[src/rtl/note_player_pkg.sv]
// ---------------------------------------------------------------------------
// note_player_pkg : shared widths, timing constants and FSM encoding
// Revision 1.0 : initial release
// ---------------------------------------------------------------------------
`default_nettype none

package note_player_pkg;

  localparam int c_NOTE_W      = 6;
  localparam int c_DUR_W       = 6;
  localparam int c_STEP_W      = 20;
  localparam int c_SAMPLE_RATE = 48000;
  localparam int c_PHASE_W     = 22;

  typedef enum logic [0:0] {
    ST_IDLE    = 1'b0,
    ST_PLAYING = 1'b1
  } state_t;

endpackage

`default_nettype wire

[src/rtl/note_freq_rom.sv]
// ---------------------------------------------------------------------------
// note_freq_rom : note index -> phase step, round(f/48000 * 2^22), A4 = 49
// Revision 1.0 : initial release
// ---------------------------------------------------------------------------
`default_nettype none

module note_freq_rom
  import note_player_pkg::*;
#(
  parameter int NOTE_W = c_NOTE_W,
  parameter int STEP_W = c_STEP_W
) (
  input  logic [NOTE_W-1:0] note,
  output logic [STEP_W-1:0] step_size
);

  // Equal-tempered piano-key numbering: key 1 = A0 (27.5 Hz), index 0 is a rest
  localparam logic [19:0] c_TABLE [0:63] = '{
    20'd0,
    20'd2403,  20'd2546,  20'd2697,  20'd2858,  20'd3028,  20'd3208,
    20'd3398,  20'd3600,  20'd3815,  20'd4041,  20'd4282,  20'd4536,
    20'd4806,  20'd5092,  20'd5395,  20'd5715,  20'd6055,  20'd6415,
    20'd6797,  20'd7201,  20'd7629,  20'd8083,  20'd8563,  20'd9072,
    20'd9612,  20'd10184, 20'd10789, 20'd11431, 20'd12110, 20'd12830,
    20'd13593, 20'd14402, 20'd15258, 20'd16165, 20'd17127, 20'd18145,
    20'd19224, 20'd20367, 20'd21578, 20'd22861, 20'd24221, 20'd25661,
    20'd27187, 20'd28803, 20'd30516, 20'd32331, 20'd34253, 20'd36290,
    20'd38448, 20'd40734, 20'd43156, 20'd45722, 20'd48441, 20'd51322,
    20'd54373, 20'd57607, 20'd61032, 20'd64661, 20'd68506, 20'd72580,
    20'd76896, 20'd81468, 20'd86312
  };

  always_comb begin
    step_size = STEP_W'(c_TABLE[note]);
  end

endmodule

`default_nettype wire

[src/rtl/note_player.sv]
// ---------------------------------------------------------------------------
// note_player : plays one note for its beat count, feeding the sine reader
// Revision 1.0 : initial release
// ---------------------------------------------------------------------------
`default_nettype none

module note_player
  import note_player_pkg::*;
#(
  parameter int NOTE_W = c_NOTE_W,
  parameter int DUR_W  = c_DUR_W,
  parameter int STEP_W = c_STEP_W
) (
  input  logic              clk,
  input  logic              reset,
  input  logic              play_enable,
  input  logic              load_new_note,
  input  logic [NOTE_W-1:0] note_to_load,
  input  logic [DUR_W-1:0]  duration_to_load,
  input  logic              beat,
  input  logic              generate_next_sample,
  output logic [STEP_W-1:0] step_size,
  output logic              generate_next,
  output logic              done_with_note,
  output logic              busy
);

  state_t             r_state;
  logic [DUR_W-1:0]   r_dur_cnt;
  logic [STEP_W-1:0]  w_rom_step;
  logic               w_playing;
  logic               w_counted_beat;

  note_freq_rom #(
    .NOTE_W (NOTE_W),
    .STEP_W (STEP_W)
  ) u_rom (
    .note      (note_to_load),
    .step_size (w_rom_step)
  );

  assign w_playing      = (r_state == ST_PLAYING);
  // A load in the same cycle takes priority, so that beat belongs to no note
  assign w_counted_beat = beat & play_enable & w_playing & ~load_new_note;

  always_ff @(posedge clk) begin
    if (!reset) begin
      r_state        <= ST_IDLE;
      r_dur_cnt      <= '0;
      step_size      <= '0;
      generate_next  <= 1'b0;
      done_with_note <= 1'b0;
      busy           <= 1'b0;
    end else begin
      generate_next  <= generate_next_sample & play_enable & w_playing;
      done_with_note <= 1'b0;
      if (load_new_note) begin
        if (duration_to_load != '0) begin
          r_state   <= ST_PLAYING;
          r_dur_cnt <= duration_to_load;
          step_size <= w_rom_step;
          busy      <= 1'b1;
        end else begin
          r_state        <= ST_IDLE;
          r_dur_cnt      <= '0;
          step_size      <= '0;
          busy           <= 1'b0;
          done_with_note <= 1'b1;
        end
      end else if (w_counted_beat) begin
        if (r_dur_cnt == DUR_W'(1)) begin
          r_state        <= ST_IDLE;
          r_dur_cnt      <= '0;
          step_size      <= '0;
          busy           <= 1'b0;
          done_with_note <= 1'b1;
        end else if (r_dur_cnt != '0) begin
          r_dur_cnt <= r_dur_cnt - DUR_W'(1);
        end
      end
    end
  end

endmodule

`default_nettype wire

[config.mk]
export PLATFORM = sky130hd
export DESIGN_NAME = note_player
export DESIGN_NICKNAME = d
export VERILOG_FILES = /design/src/rtl/note_player_pkg.sv /design/src/rtl/note_freq_rom.sv /design/src/rtl/note_player.sv
export SDC_FILE = /design/constraint.sdc
export NUM_CORES = 1
export LEC_CHECK = 0
export CAP_MARGIN = 20
export CORE_MARGIN = 1
export CORE_UTILIZATION = 56
export CTS_CLUSTER_SIZE = 25
export DETAILED_ROUTE_END_ITERATION = 8
export PLACE_DENSITY = 0.83
export SLEW_MARGIN = 20
export SYNTH_ARGS = -nofsm -noshare
export SYNTH_HDL_FRONTEND = slang
export SYNTH_SLANG_ARGS = --single-unit
[constraint.sdc]
create_clock -name clk -period 2.1 [get_ports clk]
set_input_delay 0.21 -clock clk [delete_from_list [all_inputs] [get_ports clk]]
set_output_delay 0.21 -clock clk [all_outputs]
set_load 0.005 [all_outputs]
# Word level (Yosys, flattened, before mapping)
# Memory sizes are Yosys's and may differ from the RTL's.
# Cells that the tools add are included.
[word_totals] inputBits=18 memories=1 output_inout_bits=23 reg_bits=29 wordCells=42 rom_bits=1280
[mem_list] memory="(name not given)" words=64 width=20 read_ports=1 rd_clocked_by_memory_dff=0 wr=0 line_no="note_freq_rom.sv:34" source="step_size = STEP_W'(c_TABLE[note]);"
[op_classes] bitwise=7 muxes=19 n_addsub=1 reduce_logical=7 n_lt_le_gt_ge=1 eq_ne=1
[op_table] op="$mux 20" n=6
[op_table] op="$mux 6" n=5
[op_table] op="$reduce_bool 6->1" n=2
[op_table] op="$mux 1" n=8
[op_table] op="$ge 7x7->1 const B" n=1
[op_table] op="$not 6->7" n=1
[op_table] op="$eq 6x1->1 const B" n=1
[op_table] op="$sub 6x1->6 const B" n=1
[op_table] op="$and 1x1->1" n=5
[op_table] op="$reduce_and 2->1" n=2
[op_table] op="$reduce_bool 2->1" n=2
[op_table] op="$reduce_bool 3->1" n=1
[op_table] op="$not 1->1" n=1

# Depth between registers and ports, before layout
[depth] depth_word=6 depth_mapped=8 ltp_nobuf=6

# Modules after synthesis
# Synthesis repeated with hierarchy kept, for this count alone.
[unflattened] hier_cells=344 area_unflattened_um2=2765.2
[modules_own_cells] mod="note_freq_rom" seq_area_each_um2=0.0 n_inst=1 cells_per_inst=231 area_per_inst_um2=1591.5
[modules_own_cells] mod="note_player" seq_area_each_um2=580.6 n_inst=1 cells_per_inst=113 area_per_inst_um2=1173.6

# Least setup slack after synthesis
# Ideal clock, no wire load.
[synth_path] kind="input to register" from="input note_to_load[0]" to="register step_size[12]" slack_ns=0.358 setup_time_ns=0.060 stages=7 n_path_buf=1 arrival_ns=1.682 required_ns=2.040 path_cell_list="inv_2 > ha_1 > buf_2 > inv_1 > mux4_2 > a2111oi_2 > a221o_1"
[synth_via] elab_chain_len=6
[synth_rtl] item="from (decl)" line_no="note_player.sv:18" source="input logic [NOTE_W-1:0] note_to_load,"
[synth_rtl] item="$not 6->7 (not written as such)" line_no="note_freq_rom.sv:34"
[synth_rtl] item="$mem_v2 64x20"
[synth_rtl] item="$mux 20 (not written as such) (2 in a row)" line_no="note_freq_rom.sv:34"
[synth_rtl] item="$mux 20" line_no="note_player.sv:58" source="if (duration_to_load != '0) begin"
[synth_rtl] item="$mux 20" line_no="note_player.sv:57" source="if (load_new_note) begin"
[synth_rtl] item="to (signal assigned)" line_no="note_player.sv:61" source="step_size <= w_rom_step;"
[synth_rtl] item="to (decl)" line_no="note_player.sv:22" source="output logic [STEP_W-1:0] step_size,"
# No other way between the ends. The select of a mux whose other input is x is not followed.
# A chain may end at the register's enable or synchronous reset.

# Worst setup path after layout
[layout_path] from="input note_to_load[1]" to="register step_size[11]"
# The elaborated chain is that of the path after synthesis.

==> impl_metrics.tcl <==
set metrics [dict create \
    pin_count 41 \
    synth_cell_type_count 74 \
    post_synth_and_or_nand_nor_area_fraction_pct 23.2 \
    drc 0 \
    global_route.usage.total_pct 34.8 \
    floorplan.die_area_um2 5480 \
    worst_slew_pin_slew_ns 0.501 \
    rsz0062_at_grt "no" \
    dp.cells 487 \
    yosysTopAreaCell "sky130_fd_sc_hd__dfxtp_1" \
    power-per-cell-area_nw_per_um2 453 \
    outcome "complete, no violations" \
    place_hpwl_um 6660 \
    area_delta_synth_final_pct 25.7 \
    cell_types_with_the_highest_counts_after_synthesis "26 x sky130_fd_sc_hd__dfxtp_1, 25 x sky130_fd_sc_hd__nor2_1, 21 x sky130_fd_sc_hd__buf_2" \
    gp_congestion 0.971 \
    drive_gt1_share_pct 21.0 \
    ys_dominant_reg_cell "sky130_fd_sc_hd__dfxtp_1" \
    global_route.peak_usage_layer "met2" \
    setup-tns-final_ns 0 \
    antenna_violating_nets_post_route 0 \
    synth_edf_count 0 \
    die_y_um 74.0 \
    synth_xor_area_share_pct 0.603 \
    vias_in_the_first_global_route 2982 \
    cts_tree "yes" \
    root_buffer "sky130_fd_sc_hd__clkbuf_8" \
    rows 25 \
    pin_count_of_the_biggest_net_entering_global_routing 37 \
    grtUsageMet3_pct 7.05 \
    synth.ff_latch_count 26 \
    grt_util_met1_pct 47.0 \
    syn-instance-count 365 \
    layout.cell_area.non_filler_um2 3650 \
    initial_utilization_pct 59.9 \
    fin_cells 491 \
    maxSlewHeadroom_pct 66.3 \
    worstSkewPairLatency_ns 0.27 \
    worst-path-max-fanout 6 \
    port_buffers 37 \
    final.period_utilization_pct 97.2 \
    yosys.area.top_type_share_pct 17.9 \
    dr.pass1.iters 8 \
    worst_ir_drop_vdd_v 0.000274 \
    start_kind "input pin" \
    synthesis.area_um2 2910 \
    worstHoldPathType "reg2reg" \
    grt_first_pass_wirelength_um 14700 \
    cp-end-kind "flop" \
    m2_gr_usage_pct 53.1 \
    critPathArrivalTime_ns 2.20 \
    routedWlPerCell_um 18.7 \
    cts.path.max_buffers 2 \
    placement.cell_area_um2 3570 \
    part_of_the_yosys_area_used_for_sequential_elements_pct 17.9 \
    most_numerous_cell_in_the_yosys_netlist "sky130_fd_sc_hd__dfxtp_1" \
    diodes 0 \
    synth_top_family_by_area "compound AO/OA/AOI/OAI gates" \
    vias_after_detailed_routing 3312 \
    ys.warnings.count 0 \
    fmax_mhz 490 \
    cts_num_sinks 26 \
    synth-adder-area-share_pct 6.37 \
    final-max-slew-violation-count 0 \
    clock_slew_seen_by_the_registers_of_the_worst_setup_and_hold_paths_ns 0.09 \
    route.detailed.vias_per_inst 6.75 \
    postSynthAreaPerCell_um2 7.96 \
    post-layout-total-power_mw 1.65 \
    power.leakage_nw 1.44 \
    timing.setup.critical_path_class "in2reg" \
    post-cts-setup-buffers 0 \
    worst-endpoint-required_ns 2.25 \
    postSynth.asyncResetShare_pct 0 \
    timing.max_cap.violations 0 \
    first_iter_violations 555 \
    grt_antenna_before_repair 0 \
    setup_viol 0 \
    die_w_um 74.0 \
    synth.area.mux_share_pct 7.23 \
    placeableCoreArea_um2 4850 \
    final_stage_net_count 457 \
    detail_route.wirelength_um 9180 \
    ranking_of_synthesized_cells_by_area "sky130_fd_sc_hd__dfxtp_1 18%, sky130_fd_sc_hd__ha_1 6.0%, sky130_fd_sc_hd__mux4_2 3.9%" \
    synth_compound_area_share_pct 34.3 \
    grt_overflow 0 \
    final-hold-violation-count 0 \
    worst_clock_skew_ns 0.00139 \
    clock_buffer_count_from_cts 3 \
    layout_min_cycle_time_ns 2.04 \
    cts-htree-levels 1 \
]
-- final timing paths --
check / startpoint / endpoint / slack [ns] / depth (start not counted)
worst min register to register: step_size[0]$_SDFFE_PN0P_ / step_size[0]$_SDFFE_PN0P_ / 0.48 / 1
worst min-delay path: step_size[0]$_SDFFE_PN0P_ / step_size[0]$_SDFFE_PN0P_ / 0.48 / 1
worst max-delay path: note_to_load[1] / step_size[11]$_SDFFE_PN0P_ / 0.06 / 9
worst max register to register: r_dur_cnt[4]$_SDFFE_PN0P_ / step_size[10]$_SDFFE_PN0P_ / 0.45 / 4
-- final cells by class --
cell class | count | area, um2
timing repair buffer | 93 | 806
fill | 358 | 1190
clock buffer | 3 | 41.3
sequential | 26 | 520
clock inverter | 1 | 30.0
inverter | 16 | 60.1
tap | 67 | 83.8
multi-input combinational | 285 | 2110
-- flip-flops by register name, summed over array words and instances, names as in the netlist --
name / flops
r_state: 1
step_size: 17
r_dur_cnt: 6
done_with_note: 1
generate_next: 1
-- cell usage in the layout, fill, tap and decap left out, types with 4 or more instances in the layout --
master,synthesis,routed
sky130_fd_sc_hd__ha_1,14,12
sky130_fd_sc_hd__o311ai_1,4,4
sky130_fd_sc_hd__nor4_1,4,4
sky130_fd_sc_hd__mux2i_1,6,6
sky130_fd_sc_hd__and3_1,4,4
sky130_fd_sc_hd__a31oi_1,8,8
sky130_fd_sc_hd__o311ai_0,4,4
sky130_fd_sc_hd__nand2b_1,15,15
sky130_fd_sc_hd__a311oi_1,7,7
sky130_fd_sc_hd__a21oi_1,13,13
sky130_fd_sc_hd__or3_1,5,5
sky130_fd_sc_hd__a211o_1,5,5
sky130_fd_sc_hd__o211ai_1,12,12
sky130_fd_sc_hd__nor3_1,7,7
sky130_fd_sc_hd__o21ai_0,13,13
sky130_fd_sc_hd__a32o_1,8,8
sky130_fd_sc_hd__nand3_1,12,12
sky130_fd_sc_hd__nor2b_1,14,14
sky130_fd_sc_hd__nand2_1,20,20
sky130_fd_sc_hd__mux4_2,5,5
sky130_fd_sc_hd__and2_1,4,4
sky130_fd_sc_hd__a211oi_1,8,8
sky130_fd_sc_hd__clkdlybuf4s50_1,0,35
sky130_fd_sc_hd__nor2_1,25,25
sky130_fd_sc_hd__buf_4,6,54
sky130_fd_sc_hd__nand4_1,4,4
sky130_fd_sc_hd__dfxtp_1,26,26
sky130_fd_sc_hd__inv_1,12,12
-- per-stage QoR --
step	worst slack (ns)	utilization, %	hold slack (ns)
2_1_floorplan	0.358	-	0.319
3_3_place_gp	-0.159	73.6	0.448
3_5_place_dp	-0.212	73.6	0.459
4_1_cts	0.0730	75.0	0.481
5_1_grt	0.0275	75.4	0.491
6_report	0.0582	75.4	0.475
-- worst max-delay path, stage by stage --
cell and delay (ns):
sky130_fd_sc_hd__clkdlybuf4s50_1 0.41, sky130_fd_sc_hd__inv_1 0.15, sky130_fd_sc_hd__buf_4 0.14, sky130_fd_sc_hd__ha_1 0.32, sky130_fd_sc_hd__inv_1 0.15, sky130_fd_sc_hd__buf_4 0.16
sky130_fd_sc_hd__o311ai_0 0.34, sky130_fd_sc_hd__and3_1 0.22, sky130_fd_sc_hd__o221ai_1 0.09
-- report_power, final --
part           switching, mW  internal (mW)
registers             0.0243          0.529
clock network          0.167          0.255
logic                  0.353          0.326
-- logic make-up (layout without fill, tap and decap cells) --
group | after synthesis | count (layout)
AOI/OAI and AO/OA | 124 | 124
xor gates and xnor gates | 2 | 2
adders and majority gates | 15 | 15
buffers and inverters | 56 | 113
DFF | 26 | 26
muxes | 14 | 14
other | 1 | 3
and+or+nand+nor | 127 | 127
-- metal layers --
layer | vias up | share of wire (%)
met2 | 244 | 44
li1 | 1515 | -
met5 | - | 0
met1 | 1506 | 41
met3 | 47 | 12
met4 | 0 | 3.5
-- what timing repair did --
action / 4_1_cts / 5_1_grt
endpoints found under the setup margin: 0 / 3
hold buffers: 0 / 0
gates resized for setup: 0 / 3
Note: power is estimated with default switching activity, not from simulation.
